**src/rtl/instr_decode_queue.sv**
```systemverilog
// rtl/instr_decode_queue.sv - buffered instruction decoder between fetch and controller
//
// Accepts raw 16-bit instructions from fetch, queues them in a DEPTH-entry FIFO and
// presents one decoded bundle at a time from a registered output stage.
//
// Ports:
//   clk, reset_n         clock, asynchronous active-low reset
//   flush                discard everything buffered and presented this cycle
//   in_valid/in_ready    fetch handshake, in_instr carries the raw instruction
//   out_valid/out_ready  consumer handshake for the decoded bundle
//   out_op/out_fmt       decoded op and format (0 reg-reg, 1 immediate, 2 branch)
//   out_rdest/out_rsrc   register fields instr[11:8] / instr[3:0]
//   out_imm              extended instr[7:0], 0 for reg-reg
//   out_instr            raw instruction of the presented bundle
//   occupancy            FIFO entries held, output register excluded
//   retired_count        bundles handed off, wrapping
module instr_decode_queue #(
  parameter int          DEPTH          = 4,
  parameter int          DATA_W         = 16,
  parameter logic [15:0] IMM_MAJOR_MASK = 16'hFEEE,
  parameter logic [3:0]  BRANCH_MAJOR   = 4'hC,
  parameter logic [15:0] ZEXT_MASK      = 16'h0000,
  parameter int          CNT_W          = 16
) (
  input  logic                         clk,
  input  logic                         reset_n,
  input  logic                         flush,
  input  logic                         in_valid,
  output logic                         in_ready,
  input  logic [15:0]                  in_instr,
  output logic                         out_valid,
  input  logic                         out_ready,
  output logic [7:0]                   out_op,
  output logic [1:0]                   out_fmt,
  output logic [3:0]                   out_rdest,
  output logic [3:0]                   out_rsrc,
  output logic [DATA_W-1:0]            out_imm,
  output logic [15:0]                  out_instr,
  output logic [$clog2(DEPTH+1)-1:0]   occupancy,
  output logic [CNT_W-1:0]             retired_count
);

  localparam int PTR_W = $clog2(DEPTH);
  localparam int OCC_W = $clog2(DEPTH+1);

  logic [15:0]        r_mem [DEPTH];
  logic [PTR_W-1:0]   r_wr_ptr;
  logic [PTR_W-1:0]   r_rd_ptr;
  logic [OCC_W-1:0]   r_count;
  logic               r_out_valid;
  logic [7:0]         r_out_op;
  logic [1:0]         r_out_fmt;
  logic [3:0]         r_out_rdest;
  logic [3:0]         r_out_rsrc;
  logic [DATA_W-1:0]  r_out_imm;
  logic [15:0]        r_out_instr;
  logic [CNT_W-1:0]   r_retired;

  logic               w_in_ready;
  logic               w_accept;
  logic               w_slot_free;
  logic               w_fifo_empty;
  logic               w_pop;
  logic               w_bypass;
  logic               w_push;
  logic               w_load;
  logic [15:0]        w_load_instr;
  logic [3:0]         w_major;
  logic [7:0]         w_imm8;
  logic [DATA_W-1:0]  w_sext;
  logic [DATA_W-1:0]  w_zext;
  logic [7:0]         w_dec_op;
  logic [1:0]         w_dec_fmt;
  logic [DATA_W-1:0]  w_dec_imm;
  logic [OCC_W-1:0]   w_count_nxt;

  // in_ready depends only on the stored count, never on out_ready.
  assign w_in_ready   = (r_count < OCC_W'(DEPTH));
  assign w_accept     = in_valid && w_in_ready && !flush;
  assign w_slot_free  = !r_out_valid || out_ready;
  assign w_fifo_empty = (r_count == '0);

  // The FIFO head always wins the output slot; bypass only when the FIFO is
  // empty keeps delivery order strict.
  assign w_pop        = !flush && w_slot_free && !w_fifo_empty;
  assign w_bypass     = !flush && w_slot_free && w_fifo_empty && w_accept;
  assign w_push       = w_accept && !w_bypass;
  assign w_load       = w_pop || w_bypass;
  assign w_load_instr = w_pop ? r_mem[r_rd_ptr] : in_instr;

  assign w_major = w_load_instr[15:12];
  assign w_imm8  = w_load_instr[7:0];

  generate
    if (DATA_W > 8) begin : g_wide_imm
      assign w_sext = {{(DATA_W-8){w_imm8[7]}}, w_imm8};
      assign w_zext = {{(DATA_W-8){1'b0}}, w_imm8};
    end else begin : g_narrow_imm
      assign w_sext = w_imm8;
      assign w_zext = w_imm8;
    end
  endgenerate

  always_comb begin
    w_dec_op  = {w_major, w_load_instr[7:4]};
    w_dec_fmt = 2'd0;
    w_dec_imm = '0;
    if (IMM_MAJOR_MASK[w_major]) begin
      w_dec_op  = {w_major, 4'h0};
      w_dec_fmt = (w_major == BRANCH_MAJOR) ? 2'd2 : 2'd1;
      w_dec_imm = ZEXT_MASK[w_major] ? w_zext : w_sext;
    end
  end

  always_comb begin
    w_count_nxt = r_count;
    case ({w_push, w_pop})
      2'b10:   w_count_nxt = r_count + OCC_W'(1);
      2'b01:   w_count_nxt = r_count - OCC_W'(1);
      default: w_count_nxt = r_count;
    endcase
  end

  // Storage array carries no reset; only pointers and count define validity.
  always_ff @(posedge clk) begin
    if (w_push) begin
      r_mem[r_wr_ptr] <= in_instr;
    end
  end

  always_ff @(posedge clk or negedge reset_n) begin
    if (!reset_n) begin
      r_wr_ptr    <= '0;
      r_rd_ptr    <= '0;
      r_count     <= '0;
      r_out_valid <= 1'b0;
      r_out_op    <= '0;
      r_out_fmt   <= '0;
      r_out_rdest <= '0;
      r_out_rsrc  <= '0;
      r_out_imm   <= '0;
      r_out_instr <= '0;
      r_retired   <= '0;
    end else begin
      // A handoff in a flush cycle still retires.
      if (r_out_valid && out_ready) begin
        r_retired <= r_retired + CNT_W'(1);
      end
      if (flush) begin
        r_wr_ptr    <= '0;
        r_rd_ptr    <= '0;
        r_count     <= '0;
        r_out_valid <= 1'b0;
      end else begin
        if (w_push) begin
          r_wr_ptr <= r_wr_ptr + PTR_W'(1);
        end
        if (w_pop) begin
          r_rd_ptr <= r_rd_ptr + PTR_W'(1);
        end
        r_count <= w_count_nxt;
        if (w_slot_free) begin
          r_out_valid <= w_load;
        end
        if (w_load) begin
          r_out_op    <= w_dec_op;
          r_out_fmt   <= w_dec_fmt;
          r_out_rdest <= w_load_instr[11:8];
          r_out_rsrc  <= w_load_instr[3:0];
          r_out_imm   <= w_dec_imm;
          r_out_instr <= w_load_instr;
        end
      end
    end
  end

  assign in_ready      = w_in_ready;
  assign out_valid     = r_out_valid;
  assign out_op        = r_out_op;
  assign out_fmt       = r_out_fmt;
  assign out_rdest     = r_out_rdest;
  assign out_rsrc      = r_out_rsrc;
  assign out_imm       = r_out_imm;
  assign out_instr     = r_out_instr;
  assign occupancy     = r_count;
  assign retired_count = r_retired;

endmodule

```
**config.mk**
```make
export PLATFORM = sky130hd
export DESIGN_NAME = instr_decode_queue
export DESIGN_NICKNAME = d
export VERILOG_FILES = /design/src/rtl/instr_decode_queue.sv
export SDC_FILE = /design/constraint.sdc
export NUM_CORES = 1
export LEC_CHECK = 0
export ABC_CLOCK_PERIOD_IN_PS = 1900
export BUFFER_PORTS_ARGS = -buffer_cell sky130_fd_sc_hd__buf_2
export CAP_MARGIN = 30
export CORE_AREA = 2 2 134 136
export DETAILED_ROUTE_END_ITERATION = 6
export DIE_AREA = 0 0 136 138
export GPL_ROUTABILITY_DRIVEN = 0
export SYNTH_ARGS = -nofsm -noshare
export SYNTH_HDL_FRONTEND = slang
export SYNTH_SLANG_ARGS = --single-unit
```
**constraint.sdc**
```tcl
create_clock -name clk -period 1.9 [get_ports clk]
set_input_delay 0.475 -clock clk [delete_from_list [all_inputs] [get_ports clk]]
set_output_delay 0.475 -clock clk [all_outputs]
set_load 0.1 [all_outputs]
```
==> Word-level counts from Yosys, hierarchy flattened <==
Memory sizes are Yosys's and may differ from the RTL's.
Cells that the tools add are included.
W data, S select, Z words.
{ "totals": {"reg_bits": 74, "latchBits": 0, "ramBits": 64, "romBits": 32, "in_bits": 21, "out_inout_bits": 71, "memories": 3} }
{ "op_classes": {"addsub": 5, "multipliers": 0, "n_div": 0, "magnitude_cmp": 2, "n_eq_ne": 3, "shifts": 0, "muxes": 18, "bitwise_logic": 1, "reduce_logical": 20} }
{ "memory_table": {"columns": ["name", "words", "word_bits", "rd", "rd_ports_with_merged_regs", "wr", "line_no", "source"], "rows": [
  ["r_mem", 4, 16, 1, 0, 1, "46", "logic [15:0] r_mem [DEPTH];"],
  ["(name not given)", 16, 1, 1, 0, 0, "111", "w_dec_imm = ZEXT_MASK[w_major] ? w_zext : w_sext;"],
  ["(name not given)", 16, 1, 1, 0, 0, "108", "if (IMM_MAJOR_MASK[w_major]) begin"]
]} }
{ "op_table": {"columns": ["cell", "count"], "rows": [
  ["$mux W16", 3],
  ["$add A16 B1 Y16 const B", 1],
  ["$mux W2", 6],
  ["$logic_and A1 B1 Y1", 8],
  ["$mux W1", 6],
  ["$pmux W3 S2", 1],
  ["$reduce_bool A2 Y1", 3],
  ["$lt A4 B5 Y1 const B", 1],
  ["$add A2 B1 Y2 const B", 2],
  ["$eq A4 B4 Y1 const B", 1],
  ["$logic_not A1 Y1", 4],
  ["$mux W4", 1],
  ["$add A3 B1 Y3 const B", 1],
  ["$logic_not A3 Y1", 1],
  ["$lt A3 B3 Y1 const B", 1],
  ["$mux W3", 1],
  ["$reduce_bool A3 Y1", 1],
  ["$sub A3 B1 Y3 const B", 1],
  ["$eq A2 B1 Y1 const B", 1],
  ["$eq A2 B2 Y1 const B", 1],
  ["$logic_or A1 B1 Y1", 2],
  ["$reduce_and A2 Y1", 1],
  ["$not A1 Y1", 1]
]} }

==> Logic depth before layout (Yosys ltp) <==
{ "logic_depth": {"ltp_word": 10, "ltp_mapped": 8} }

==> Worst setup path after synthesis <==
No wires, ideal clock.
{ "synth_path": {"kind": "register to register", "startpoint": "register r_count[0], in the netlist occupancy[0]", "endpoint": "register r_count[2], in the netlist occupancy[2]", "arrival_ns": 2.479, "required_ns": 1.760, "slack_ns": -0.720, "stages_incl_launch_ff": 9, "path_cell_list": "dfrtp_1 -> or3_1 -> buf_2 -> and4_1 -> fa_1 -> a21oi_1 -> nor2_1 -> a211oi_1 -> nor2_1"} }
{ "synth_between": {"elab_chain_cells": 9, "elab_cells_between_ends": 17, "classes_between": "add/sub (2); order compare (1); eq/ne (2); mux (2); reduce/logical (10)"} }
{ "synth_lines": {"columns": ["element", "line_no", "source"], "rows": [
  ["start: declaration", "49", "logic [OCC_W-1:0] r_count;"],
  ["start signal: assignment", "161", "r_count <= w_count_nxt;"],
  ["$lt A3 B3 Y1", "78", "assign w_in_ready = (r_count < OCC_W'(DEPTH));"],
  ["$logic_and A1 B1 Y1 (2 in series)", "79", "assign w_accept = in_valid && w_in_ready && !flush;"],
  ["$logic_and A1 B1 Y1", "86", "assign w_bypass = !flush && w_slot_free && w_fifo_empty && w_accept;"],
  ["$logic_not A1 Y1", "87", "assign w_push = w_accept && !w_bypass;"],
  ["$logic_and A1 B1 Y1", "87", null],
  ["$eq A2 B1 Y1 / $eq A2 B2 Y1 (equally long branches)", "117", "case ({w_push, w_pop})"],
  ["$pmux W3 S2", "117", null],
  ["$mux W3", "149", "if (flush) begin"]
]} }
Several ways; a longest one is shown, not always the timed one.
A chain may end at the register's enable or synchronous reset.

==> Worst setup path after layout <==
Same ends and word-level chain as after synthesis.

==> impl_metrics.json <==
{
  "synth-seq-cells": 118,
  "period_needed_ns": 1.95,
  "instances_no_fill": 726,
  "power_density_nw_per_um2": 1430,
  "synth_top_cell_by_area": "edfxtp_1",
  "maxCapViolCount": 0,
  "place_inst": 684,
  "insertion_delay_ns": 0.41,
  "layout-drive-gt1-share": 0.471,
  "synthesis.area_sq_um": 5140,
  "critPathKind": "reg2reg",
  "power_frac_clock": 0.325,
  "start_util": 0.293,
  "numPortBuffers": 91,
  "synthTopCellsByArea": "edfxtp_1 (37%), dfrtp_1 (26%), mux4_2 (5.7%), buf_4 (3.1%), nand2_1 (3.1%)",
  "io_pins": 92,
  "crit_fanout": 3,
  "hold_buffers": 0,
  "cp.arrival_ns": 2.28,
  "clock-sinks": 118,
  "final_cell_mix": "buf_2 (87), edfxtp_1 (64), nand2_1 (42), dfrtp_1 (42), buf_4 (36)",
  "layout_commonest_cell": "buf_2",
  "p_sw_mw": 4.29,
  "rsz0062_at_grt": "yes",
  "hold_ws_ns": 0.0457,
  "dieArea_sq_um": 18800,
  "slew_violations": 0,
  "yosys.area.top_type_share": 0.374,
  "core_area_sq_um": 17500,
  "synthDistinctLibCells": 47,
  "clk_pin_slew_ns": 0.05,
  "antenna_cells": 0,
  "die_w_um": 136,
  "die_y_um": 138,
  "status": "finished with violations",
  "cts_buffers": 17,
  "start_kind": "register",
  "fmax_mhz": 514,
  "finClkSkew_ns": 0.00895,
  "leakage_nw": 2.85,
  "area.growth.synth_to_final_pct": 36.0,
  "finalHoldViolations": 0,
  "cp-end-kind": "register",
  "finalCritPeriodShare": 1.02,
  "final_antenna_net_count": 0,
  "syn_nets": 387,
  "first_iter_violations": 195,
  "ys_warn_count": 0,
  "postPlaceCellArea_sq_um": 6090,
  "cts_buffer_depth": 2,
  "vias": 3456,
  "grt.overflow.total": 0,
  "slew_headroom": 0.661,
  "antenna_found_initial": 0,
  "swShare": 0.430,
  "pwr-share-comb": 0.358,
  "design_area_sq_um": 6990,
  "ctsHtreeMaxLevel": 4,
  "p_int_mw": 5.68,
  "postLayoutSetupSlackWorst_ns": -0.0458,
  "p_seq_frac": 0.317,
  "cts_tree": "done",
  "route.detailed.drc": 0,
  "seq_area_frac_synth": 0.636,
  "rows": 49,
  "ir_drop_v": 0.000854,
  "drt_first_pass_iters": 4,
  "synth_area_per_cell_sq_um": 14.3,
  "nFillCells": 1658,
  "dpl.hpwl_mm": 8.10,
  "grt_max_degree": 55,
  "grt_pass1_vias": 3508,
  "critPathRequiredTime_ns": 2.24,
  "wl_per_cell_um": 17.0,
  "grt.total_usage": 0.134,
  "finalSetupViolCount": 1,
  "syn_inst": 360,
  "hold_path_class": "in2async",
  "root_buffer": "clkbuf_16",
  "violations": "setup timing",
  "finalNetCount": 511,
  "worst_slew_pin_slew_ns": 0.507,
  "final_core_util": 0.399,
  "routed_wl_mm": 12.3,
  "grt_pass1_wl_mm": 19.1,
  "routed_via_density": 4.76
}
-- synthesized netlist by cell type, drive strengths merged --
master	n
nor4b	1
and3	6
or4b	1
buf	32
a21oi	10
o211a	1
nand2b	2
a41oi	1
o31ai	4
inv	5
nor3	3
a221oi	8
nor2	16
nor4	1
clkbuf	6
or3	2
a31oi	3
and2	1
nand4bb	1
or4	1
a222oi	3
nor2b	2
nand2	42
a22oi	13
o211ai	1
a21o	1
xor2	6
nand4	6
o21ai	9
nand3	3
fa	1
a211oi	1
edfxtp	64
xnor2	13
mux2	2
ha	5
mux4	16
and4	3
dfrtp	54
mux2i	10
-- worst paths after layout --
| kind | from | end | slack, ns | depth (start not counted) |
|---|---|---|---|---|
| max in group asynchronous | reset_n | occupancy[0]$_DFFE_PN0P_ | 1.54 | 2 |
| hold / removal | reset_n | out_rsrc[1]$_DFFE_PN0P_ | 0.05 | 2 |
| hold reg to reg | retired_count[15]$_DFFE_PN0P_ | retired_count[15]$_DFFE_PN0P_ | 0.46 | 1 |
| setup / recovery | occupancy[0]$_DFFE_PN0P_ | occupancy[2]$_DFFE_PN0P_ | -0.05 | 6 |
| min in group clk | in_instr[9] | r_mem[0][9]$_DFFE_PP_ | 0.29 | 1 |
| setup reg to reg | occupancy[0]$_DFFE_PN0P_ | occupancy[2]$_DFFE_PN0P_ | -0.05 | 6 |
-- power by group through the flow --
stage / Sequential, mW / Clock [mW] / Combinational [mW]
floorplan: 4.67 / 0 / 1.50
global placement: 3.19 / 0 / 3.45
detailed placement: 3.21 / 0 / 3.47
CTS: 3.16 / 3.30 / 3.52
global route: 3.20 / 3.41 / 3.69
finish: 3.16 / 3.24 / 3.57
-- layer usage --
layer,share of wire,wire length [um],vias up,track usage
met5,0,0,-,0
met4,0.012,152,0,0.0433
met3,0.056,696,15,0.0378
met2,0.51,6250,98,0.219
met1,0.42,5230,1737,0.171
li1,-,-,1606,-
-- sequential cells by signal (all words and copies together), names as in the netlist --
register and count:
out_op 8, out_valid 1, out_rdest 3, r_wr_ptr 2, retired_count 16, out_instr 6
occupancy 3, r_mem 64, out_imm 8, out_fmt 2, out_rsrc 3, r_rd_ptr 2
-- per-stage QoR --
| step | worst slack (ns) | TNS [ns] | power (mW) |
|---|---|---|---|
| CTS | -0.0783 | -0.0783 | 9.99 |
| finish | -0.0458 | -0.0458 | 9.97 |
| global placement | -0.0363 | -1.50 | 6.64 |
| detailed placement | -0.0907 | -3.24 | 6.68 |
| global route | -0.118 | -0.214 | 10.3 |
| floorplan | -0.341 | -1.31 | 6.18 |
-- layout make-up --
type / instances / area, sq um / share of cell area
Multi-Input combinational cell: 201 / 1800 / 0.257
Timing Repair Buffer: 141 / 987 / 0.141
Tap cell: 229 / 287 / 0.0410
Clock buffer: 18 / 429 / 0.0614
Sequential cell: 118 / 3300 / 0.472
Inverter: 5 / 18.8 / 0.00268
Clock inverter: 14 / 175 / 0.0250
-- worst max-delay path: stages, from the launching register on --
cell and delay (ns):
dfrtp_4 0.46, or3_4 0.39, and4_4 0.18, fa_2 0.39, nor4b_4 0.30, a211oi_2 0.07, nor2_1 0.08
-- timing repair --
item | CTS | global route
setup buffers | 0 | 7
endpoints found under the setup margin | 21 | 43
gates cloned | 1 | 2
endpoints found under the hold margin | 0 | 0
pin swaps | 1 | 12
resized for setup | 16 | 22
-- cell families after synthesis --
logic type / Yosys count / share of synthesized area
flip-flops: 118 / 0.636
AND/OR/NAND/NOR: 91 / 0.0915
AO/OA/AOI/OAI: 55 / 0.0757
buffers and inverters: 43 / 0.0518
multiplexers: 28 / 0.0961
XOR/XNOR: 19 / 0.0324
adder cells (fa/ha/maj): 6 / 0.0161
Note: power is estimated with default switching activity, not from simulation.
